==> config.mk <==
export PLATFORM = sky130hd
export DESIGN_NAME = processor_status_register
export DESIGN_NICKNAME = d
export VERILOG_FILES = /design/src/rtl/processor_status_register.sv
export SDC_FILE = /design/constraint.sdc
export NUM_CORES = 1
export LEC_CHECK = 0
export ABC_AREA = 1
export ABC_CLOCK_PERIOD_IN_PS = 3100
export CORE_MARGIN = 4
export CORE_UTILIZATION = 33
export DETAILED_ROUTE_END_ITERATION = 8
export PLACE_DENSITY = 0.8
export SYNTH_ARGS = -nofsm -noshare
export SYNTH_HDL_FRONTEND = slang
export SYNTH_SLANG_ARGS = --single-unit
export TNS_END_PERCENT = 5
==> constraint.sdc <==
create_clock -name i_clk -period 3.1 [get_ports i_clk]
set_input_delay 0.775 -clock i_clk [delete_from_list [all_inputs] [get_ports i_clk]]
set_output_delay 0.775 -clock i_clk [all_outputs]
set_load 0.05 [all_outputs]
==> src/rtl/processor_status_register.sv <==
// -----------------------------------------------------------------------------
// processor_status_register
//
// Processor status register (P) for the cpu6502 core. Holds the C, Z, I, D,
// V and N flags. Each flag is loaded on the rising clock edge from the
// highest-priority active load strobe, or holds when none of its strobes is
// active. The formatted P byte is available both as a registered view (o_p,
// B bit reads 0) and as the byte to push onto the data bus (o_p_db, B bit
// taken from i_brk). A small two-state machine produces the interrupt mask
// seen by interrupt recognition. That mask lags CLI/SEI/PLP changes of I
// until the next instruction boundary, but follows interrupt entry at once.
//
// Ports
//   i_clk          core clock, rising edge
//   i_reset_n      asynchronous active-low reset
//   i_db[7:0]      internal data bus (flag source for loads, Z/N tests)
//   i_acr, i_avr   ALU carry / overflow outputs
//   i_ir5          instruction bit 5 (1 = SEx, 0 = CLx)
//   i_acr_c, i_db0_c, i_ir5_c    C <- ACR / DB[0] / IR5
//   i_dbz_z, i_db1_z             Z <- (DB==0) / DB[1]
//   i_1_i, i_db2_i, i_ir5_i      I <- 1 / DB[2] / IR5
//   i_db3_d, i_ir5_d             D <- DB[3] / IR5
//   i_avr_v, i_db6_v, i_0_v      V <- AVR / DB[6] / 0
//   i_db7_n                      N <- DB[7]
//   i_instr_done   last cycle of the current instruction
//   i_brk          B bit for the pushed byte
//   o_p[7:0]       {N,V,1,0,D,I,Z,C}
//   o_p_db[7:0]    {N,V,1,i_brk,D,I,Z,C}
//   o_irq_mask     I flag as seen by interrupt recognition
// -----------------------------------------------------------------------------
module processor_status_register (
    input  logic       i_clk,
    input  logic       i_reset_n,
    input  logic [7:0] i_db,
    input  logic       i_acr,
    input  logic       i_avr,
    input  logic       i_ir5,
    input  logic       i_acr_c,
    input  logic       i_db0_c,
    input  logic       i_ir5_c,
    input  logic       i_dbz_z,
    input  logic       i_db1_z,
    input  logic       i_1_i,
    input  logic       i_db2_i,
    input  logic       i_ir5_i,
    input  logic       i_db3_d,
    input  logic       i_ir5_d,
    input  logic       i_avr_v,
    input  logic       i_db6_v,
    input  logic       i_0_v,
    input  logic       i_db7_n,
    input  logic       i_instr_done,
    input  logic       i_brk,
    output logic [7:0] o_p,
    output logic [7:0] o_p_db,
    output logic       o_irq_mask
);

    localparam logic [0:0] TRACK = 1'b0;
    localparam logic [0:0] HOLD  = 1'b1;

    logic c_reg, c_next;
    logic z_reg, z_next;
    logic i_reg, i_next;
    logic d_reg, d_next;
    logic v_reg, v_next;
    logic n_reg, n_next;

    logic [0:0] state_reg, state_next;
    logic       mask_reg, mask_next;

    // I changed by an instruction (CLI/SEI/PLP) rather than interrupt entry;
    // such changes must not reach the mask until the instruction boundary.
    logic       i_soft_change;

    // ---------------------------------------------------------------------
    // Flag next-state: priority chains, hold when no strobe is active
    // ---------------------------------------------------------------------
    always_comb begin
        c_next = c_reg;
        if (i_acr_c)      c_next = i_acr;
        else if (i_db0_c) c_next = i_db[0];
        else if (i_ir5_c) c_next = i_ir5;

        z_next = z_reg;
        if (i_dbz_z)      z_next = (i_db == 8'h00);
        else if (i_db1_z) z_next = i_db[1];

        i_next = i_reg;
        if (i_1_i)        i_next = 1'b1;
        else if (i_db2_i) i_next = i_db[2];
        else if (i_ir5_i) i_next = i_ir5;

        d_next = d_reg;
        if (i_db3_d)      d_next = i_db[3];
        else if (i_ir5_d) d_next = i_ir5;

        v_next = v_reg;
        if (i_avr_v)      v_next = i_avr;
        else if (i_db6_v) v_next = i_db[6];
        else if (i_0_v)   v_next = 1'b0;

        n_next = n_reg;
        if (i_db7_n)      n_next = i_db[7];
    end

    assign i_soft_change = ~i_1_i & (i_db2_i | i_ir5_i) & (i_next != i_reg);

    // ---------------------------------------------------------------------
    // Interrupt mask state machine
    // ---------------------------------------------------------------------
    always_comb begin
        state_next = state_reg;
        mask_next  = mask_reg;
        if (i_1_i) begin
            // Interrupt entry: mask follows I on the same edge, from any state.
            state_next = TRACK;
            mask_next  = 1'b1;
        end else begin
            case (state_reg)
                TRACK: begin
                    if (i_soft_change) begin
                        state_next = HOLD;   // keep the old mask value
                    end else begin
                        mask_next  = i_reg;
                    end
                end
                HOLD: begin
                    if (i_instr_done) begin
                        mask_next = i_reg;
                        // A fresh change on the boundary edge starts a new delay.
                        if (!i_soft_change) begin
                            state_next = TRACK;
                        end
                    end
                end
                default: begin
                    state_next = TRACK;
                    mask_next  = i_reg;
                end
            endcase
        end
    end

    // ---------------------------------------------------------------------
    // State registers
    // ---------------------------------------------------------------------
    always_ff @(posedge i_clk or negedge i_reset_n) begin
        if (!i_reset_n) begin
            c_reg     <= 1'b0;
            z_reg     <= 1'b0;
            i_reg     <= 1'b1;
            d_reg     <= 1'b0;
            v_reg     <= 1'b0;
            n_reg     <= 1'b0;
            state_reg <= TRACK;
            mask_reg  <= 1'b1;
        end else begin
            c_reg     <= c_next;
            z_reg     <= z_next;
            i_reg     <= i_next;
            d_reg     <= d_next;
            v_reg     <= v_next;
            n_reg     <= n_next;
            state_reg <= state_next;
            mask_reg  <= mask_next;
        end
    end

    // ---------------------------------------------------------------------
    // Outputs: bit 5 always reads 1; B exists only in the pushed byte
    // ---------------------------------------------------------------------
    assign o_p        = {n_reg, v_reg, 1'b1, 1'b0,  d_reg, i_reg, z_reg, c_reg};
    assign o_p_db     = {n_reg, v_reg, 1'b1, i_brk, d_reg, i_reg, z_reg, c_reg};
    assign o_irq_mask = mask_reg;

endmodule
==> Word level (Yosys, flattened, before mapping) <==
Index checks and enable logic that the tools add are counted.
{ "word_totals": {"in_bits": 29, "wordCells": 43, "reg_bits": 8, "out_inout_bits": 17} }
{ "op_classes": {"n_reduce_logical": 6, "bitwise_logic": 5, "n_mux": 21, "eq_ne": 3} }
{ "ops": {"columns": ["operator", "count"], "rows": [
  ["1-bit 2-to-1 mux", 19],
  ["8-bit zero test", 1],
  ["3-bit inequality test, second input constant", 2],
  ["3-bit nonzero test", 2],
  ["1-bit one-hot mux with 2 select lines", 2],
  ["2-bit nonzero test", 2],
  ["1-bit bitwise AND", 2],
  ["1-bit inverter", 2],
  ["2-bit AND reduction", 1],
  ["1-bit inequality test", 1],
  ["1-bit bitwise OR", 1]
]} }

==> Longest topological paths before layout <==
{ "logic_depth": {"depth_word": 9, "ltp_mapped": 9, "ltp_nobuf": 9} }

==> Worst setup path before layout <==
No wires, ideal clock.
{ "synth_path": {"path_kind": "input port to output port", "from": "input i_brk", "to": "output o_p_db[4]", "arrival_ns": 0.945, "path_slack_ns": 1.380, "n_path_buf": 1, "t_required_ns": 2.325, "path_stages": 1, "path_cell_list": "buf_4"} }
{ "synth_rtl": {"columns": ["element", "line_no", "source"], "rows": [
  ["start, declared", "53", "input logic i_brk,"],
  ["end, declared", "55", "output logic [7:0] o_p_db,"]
]} }
No word-level cell between the ends.

==> Final worst setup path <==
{ "layout_path": {"from": "register i_reg", "to": "output o_p[2]"} }
{ "layout_rtl": {"columns": ["element", "line_no", "source"], "rows": [
  ["start, declared", "64", "logic i_reg, i_next;"],
  ["start signal, assigned", "161", "i_reg <= i_next;"],
  ["end, declared", "54", "output logic [7:0] o_p,"]
]} }
No word-level cell between the ends.

==> out/metrics.yaml <==
sta:
  hold_viol: 0
  rsz0062_at_grt: "false"
  slew_headroom: 0.659
  fin_hold_ws_ps: 482
  slew_violations: 0
  setup_viol: 0
  tns_ps: 0
  period_share: 0.776
  min_period_ps: 2410
  tightest_slew_ps: 510
  fmax_mhz: 416
  finClkSkew_ps: 0.0455
clock_network:
  cts_buffers: 3
  clkTransAtPathRegs_ps: 60
  cts_resized: 0
  max-clock-path-buffers: 2
  clock-sinks: 8
  cts-root-buf: "clkbuf_4"
  insertion_delay_ps: 260
  cts_setup_buffers: 0
  postCtsHoldBufs: 0
  htreeDepth: 1
  cts_tree: "built"
worst_setup_path:
  crit_chain: "clkdlybuf4s50_1"
  cpMaxStageDelayCell: "clkdlybuf4s50_1"
  critPathMaxFanout: 5
  worst_ep_arrival_time_ps: 1630
  cp.buffers_inverters: 1
  reg2reg_from: "i_reg$_DFF_PN1_"
  critPathLaunch: "i_reg$_DFF_PN1_"
  criticalPathCategory: "register to output pin"
  cpPeakStageDelay_ps: 810
  cp-start-kind: "register"
  required_ps: 2320
  critPathCaptureType: "output pin"
  critPathTopFamily: "buffers and inverters"
global_routing:
  grtUsageTotal: 0.126
  grt_max_degree: 9
  grt_pass1_vias: 532
  grt_pass1_wl_um: 2310
  overflow: 0
  grt_antenna_before_repair: 0
power:
  p_per_area_mw_per_mm2: 416
  peakVddDrop_v: 0.000204
  leakage_nw: 0.404
place:
  dp.final_hpwl_um: 1240
  place.gp.congestion: 0.671
  portBuffers: 40
routing:
  vias: 555
  ant_nets: 0
  wire_per_inst_um: 12.1
  drc: 0
  drtIter0Drc: 14
  dr.pass1.iters: 3
  viasPerCell: 4.63
  wl_um: 1460
hold_path:
  min_from: "o_irq_mask$_DFFE_PN1P_"
  hold_class: "register to register"
synthesis:
  synth_warnings: 0
  seq_area_frac_synth: 0.348
  synth_area_um2: 582
  ys_ff_latch: 8
  ys_types: 21
  avgSynthCellArea_um2: 7.66
  synthCells: 76
job:
  cap_viol_max_count: 0
cells_and_area:
  final_common_cell: "clkdlybuf4s50_1"
  drive_above_1_share: 0.0962
  fillers: 164
  antenna_cells: 0
  syn2layout_area_growth_pct: 56.1
  layout_common_cells: "clkdlybuf4s50_1, nand2_1, inv_1"
  final_nets: 135
floorplan:
  die_h_um: 50.0
  die-area_mm2: 0.00250
  die_width_um: 50.0
  core-area_mm2: 0.00158
  io_pins: 46
  num_rows: 14
  initial_core_util: 0.369
outcome:
  outcome: "completed"
==> worst paths after layout <==
path	end	slack, ps	depth (start not counted)
worst min-delay path	o_irq_mask$_DFFE_PN1P_	480	2
worst max register to register	o_irq_mask$_DFFE_PN1P_	1870	9
worst max-delay path	o_p[2]	690	1
max in group asynchronous	o_irq_mask$_DFFE_PN1P_	1970	1
worst min register to register	o_irq_mask$_DFFE_PN1P_	480	2
min in group asynchronous	c_reg$_DFFE_PN0P_	810	1
==> per-stage QoR <==
step                total power [mW]   util  area [µm²]  cells  setup slack (ps)
global route                   0.403  0.576         908    120               639
global placement               0.295  0.562         886    117               980
CTS                            0.385  0.576         908    120               678
finish                         0.377  0.576         908    120               695
detailed placement             0.298  0.562         886    117               968
floorplan                      0.247      -         586     77              1380
==> power by group <==
part | switching [mW] | leakage (nW) | total [mW] | internal (mW)
clock | 0.0380 | 0.0138 | 0.0825 | 0.0445
combinational | 0.0999 | 0.296 | 0.170 | 0.0698
sequential | 0.00742 | 0.0942 | 0.125 | 0.118
==> worst min-delay path, stage by stage, from the launching register on <==
cell and delay, ps:
dfstp_2 360, nand3_1 70, nand2_1 50
==> kinds of logic after synthesis <==
family | share of synthesized area
buffers and inverters | 0.258
DFF | 0.348
AOI/OAI and AO/OA | 0.116
and+or+nand+nor | 0.245
other | 0.0129
muxes | 0.0194
==> Yosys cell counts (all sizes together) <==
master,n,area [µm²]
o211ai,1,7.51
a21oi,4,20.0
nor3,1,5.00
mux2,1,11.3
nor4,2,12.5
o21ai,2,10.0
conb,2,7.51
buf,16,120
dfrtp,6,150
a21o,1,7.51
nor2,3,11.3
nand3,7,45.0
o31ai,1,7.51
inv,8,30.0
dfstp,2,52.6
nand2,16,62.6
or2,1,6.26
a211oi,2,15.0
==> routing by layer <==
layer / global-route usage / wire, µm / up-vias
li1: - / - / 290
met3: 0.0392 / 120 / 3
met1: 0.121 / 563 / 236
met2: 0.228 / 741 / 26
met5: 0 / 0 / -
met4: 0.0829 / 30 / 0
==> cell type report <==
cell class / count / area, µm² / share of cell area
Timing Repair Buffer: 40 / 400 / 0.441
Multi-Input combinational cell: 45 / 233 / 0.256
Sequential cell: 8 / 203 / 0.223
Inverter: 8 / 30.0 / 0.0331
Clock buffer: 3 / 22.5 / 0.0248
Tap cell: 16 / 20.0 / 0.0220
No activity file was read; power rests on OpenSTA's default activity.
==> RTL change: new RTL, same flow settings <==
Make the reset (`i_reset_n`) synchronous in one clocked block. Comments in the files are not updated.
--- a/src/rtl/processor_status_register.sv
+++ b/src/rtl/processor_status_register.sv
@@ -145,7 +145,7 @@
     // ---------------------------------------------------------------------
     // State registers
     // ---------------------------------------------------------------------
-    always_ff @(posedge i_clk or negedge i_reset_n) begin
+    always_ff @(posedge i_clk) begin
         if (!i_reset_n) begin
             c_reg     <= 1'b0;
             z_reg     <= 1'b0;
Formal check against the unedited RTL: differs if i_reset_n is asserted again (counterexample within 4 cycles, from zero or initial values and one cycle with i_reset_n low); with i_reset_n held inactive, the same outputs for 10 cycles.
==> RTL change against the unedited design <==
Combinational power fell by 25%; fmax increased by 6.0%; first-iteration DRC count shrank 50%; synthesized cell count rose by 7.9%; area after synthesis shrank 4.7%; setup slack better by 0.14 ns; design area down 3.0%; routed wire length is 2.1% lower; non-clock buffer count unchanged; total power down 15%; sequential cell count unchanged; global-route usage is 0.57 points lower; utilization shrank 0.48 points; critical path type unchanged; critical endpoint is now o_p_db[2]; highest routed layer is now met3.
==> RTL change: results (changes against the unedited design) <==
| Metric | Value |
|---|---|
| Routed WL per cell | 11.3 um (was 12.1 um) |
| Inst Count DP | 123 (was 117) |
| Syn Area/Cell | 6.76 um2 (was 7.66 um2) |
| Combinational power | 127 uW (was 170 uW) |
| Cell Count, Final, Fillers Out | 126 (was 120) |
| First-pass GRT wire length | 2.33 mm (was 2.31 mm) |
| Vias in the first global route | 568 (was 532) |
| Hold depth | 2 (unchanged) |
| DRT iter0 DRCs | 7 (was 14) |
| Root buf cell | clkbuf_4 (unchanged) |
| Fraction of layout cells with a size suffix above 1 | 0.0545 (was 0.0962) |
| Hold Startpoint | o_irq_mask$_SDFFE_PP1P_ (was o_irq_mask$_DFFE_PN1P_) |
| R2R Path Start | i_reg$_SDFF_PN1_ (was i_reg$_DFF_PN1_) |
| Gpl congestion | 0.716 (was 0.671) |
| Seq/Total Area, Yosys | 0.289 (was 0.348) |
| GRT Total Usage | 0.121 (was 0.126) |
| CP Max Fanout | 6 (was 5) |
| Drt pass-1 iters | 3 (unchanged) |
| Multiplexer share of the synthesized area | 0 (was 0.0194) |
| Htree depth | 1 (unchanged) |
| Crit-path max cell delay | 0.83 ns (was 0.81 ns) |
| Reg-to-reg endpoint | o_irq_mask$_SDFFE_PP1P_ (was o_irq_mask$_DFFE_PN1P_) |
| Netlist cell types | 19 (was 21) |
| Largest net degree at the start of global routing | 7 (was 9) |
| Int Pwr | 210 uW (was 232 uW) |
| R2R Setup Slk | 1.95 ns (was 1.87 ns) |
| Top post-synthesis cells by count | buf_4, nand2_1, inv_1 (unchanged) |
| Compound-gate portion of the synthesized area | 0.133 (was 0.116) |
| Worst-margin pin slew | 0.508 ns (was 0.510 ns) |
| WHS Endpoint | o_irq_mask$_SDFFE_PP1P_ (was o_irq_mask$_DFFE_PN1P_) |
| DP HPWL | 1.26 mm (was 1.24 mm) |
| Status | finished clean (unchanged) |
| Final Skew | 0.0000506 ns (was 0.0000455 ns) |
| Post-synth ARST share | 0 (was 1.00) |
| Clock transition at path regs | 0.06 ns (about the same) |
| Pleak | 0.000387 uW (was 0.000404 uW) |
| Final nets | 141 (was 135) |
| Area contributors post-synth | dfxtp_1, buf_4, nand2_1 (was dfrtp_1, buf_4, nand2_1) |
| Clock network power share | 0.255 (was 0.218) |
| VDD IR max | 0.186 mV (was 0.204 mV) |
| Vias | 584 (was 555) |
| Hold Path Class | flip-flop to flip-flop (unchanged) |
[RTL change: cell types whose count changed after synthesis, moves of 3 or more]
cell / unedited run / this run
nor2_1: 3 / 8
inv_1: 7 / 10
nand2_1: 15 / 11
dfrtp_1: 6 / 0
dfxtp_1: 0 / 8
nand3_1: 5 / 8
[RTL change: routing by layer]
metal  GRT usage  vias up  wire length, um
met1       0.122      258              544
li1            -      305                -
met5           0        -                0
met4      0.0404        0                0
met3      0.0520        0              133
met2       0.217       21              748
[RTL change: cell type report]
class | count | area [um2]
Tap cell | 16 | 20.0
Sequential cell | 8 | 160
Inverter | 11 | 41.3
Fill cell | 161 | 661
Timing Repair Buffer | 40 | 400
Multi-Input combinational cell | 48 | 236
Clock buffer | 3 | 22.5
[RTL change: how the worst max path moves through the flow]
| stage | startpoint | end | depth (start not counted) |
|---|---|---|---|
| after floorplan | i_brk | o_p_db[4] | 1 |
| after global placement | i_db2_i | o_irq_mask$_SDFFE_PP1P_ | 9 |
| after detailed placement | i_db2_i | o_irq_mask$_SDFFE_PP1P_ | 9 |
| after CTS | i_reg$_SDFF_PN1_ | o_p[2] | 1 |
| after global routing | i_reg$_SDFF_PN1_ | o_p_db[2] | 1 |
| final | i_reg$_SDFF_PN1_ | o_p_db[2] | 1 |
[RTL change: through the flow]
stage | hold WS [ns] | area (um2) | worst slack [ns] | util | total power, uW
6_report | 0.498 | 881 | 0.832 | 0.571 | 323
3_5_place_dp | 0.501 | 858 | 1.04 | 0.557 | 243
2_1_floorplan | 0.492 | 558 | 1.38 | - | 201
4_1_cts | 0.509 | 881 | 0.826 | 0.571 | 326
3_3_place_gp | 0.486 | 858 | 1.09 | 0.557 | 241
5_1_grt | 0.551 | 881 | 0.764 | 0.571 | 341
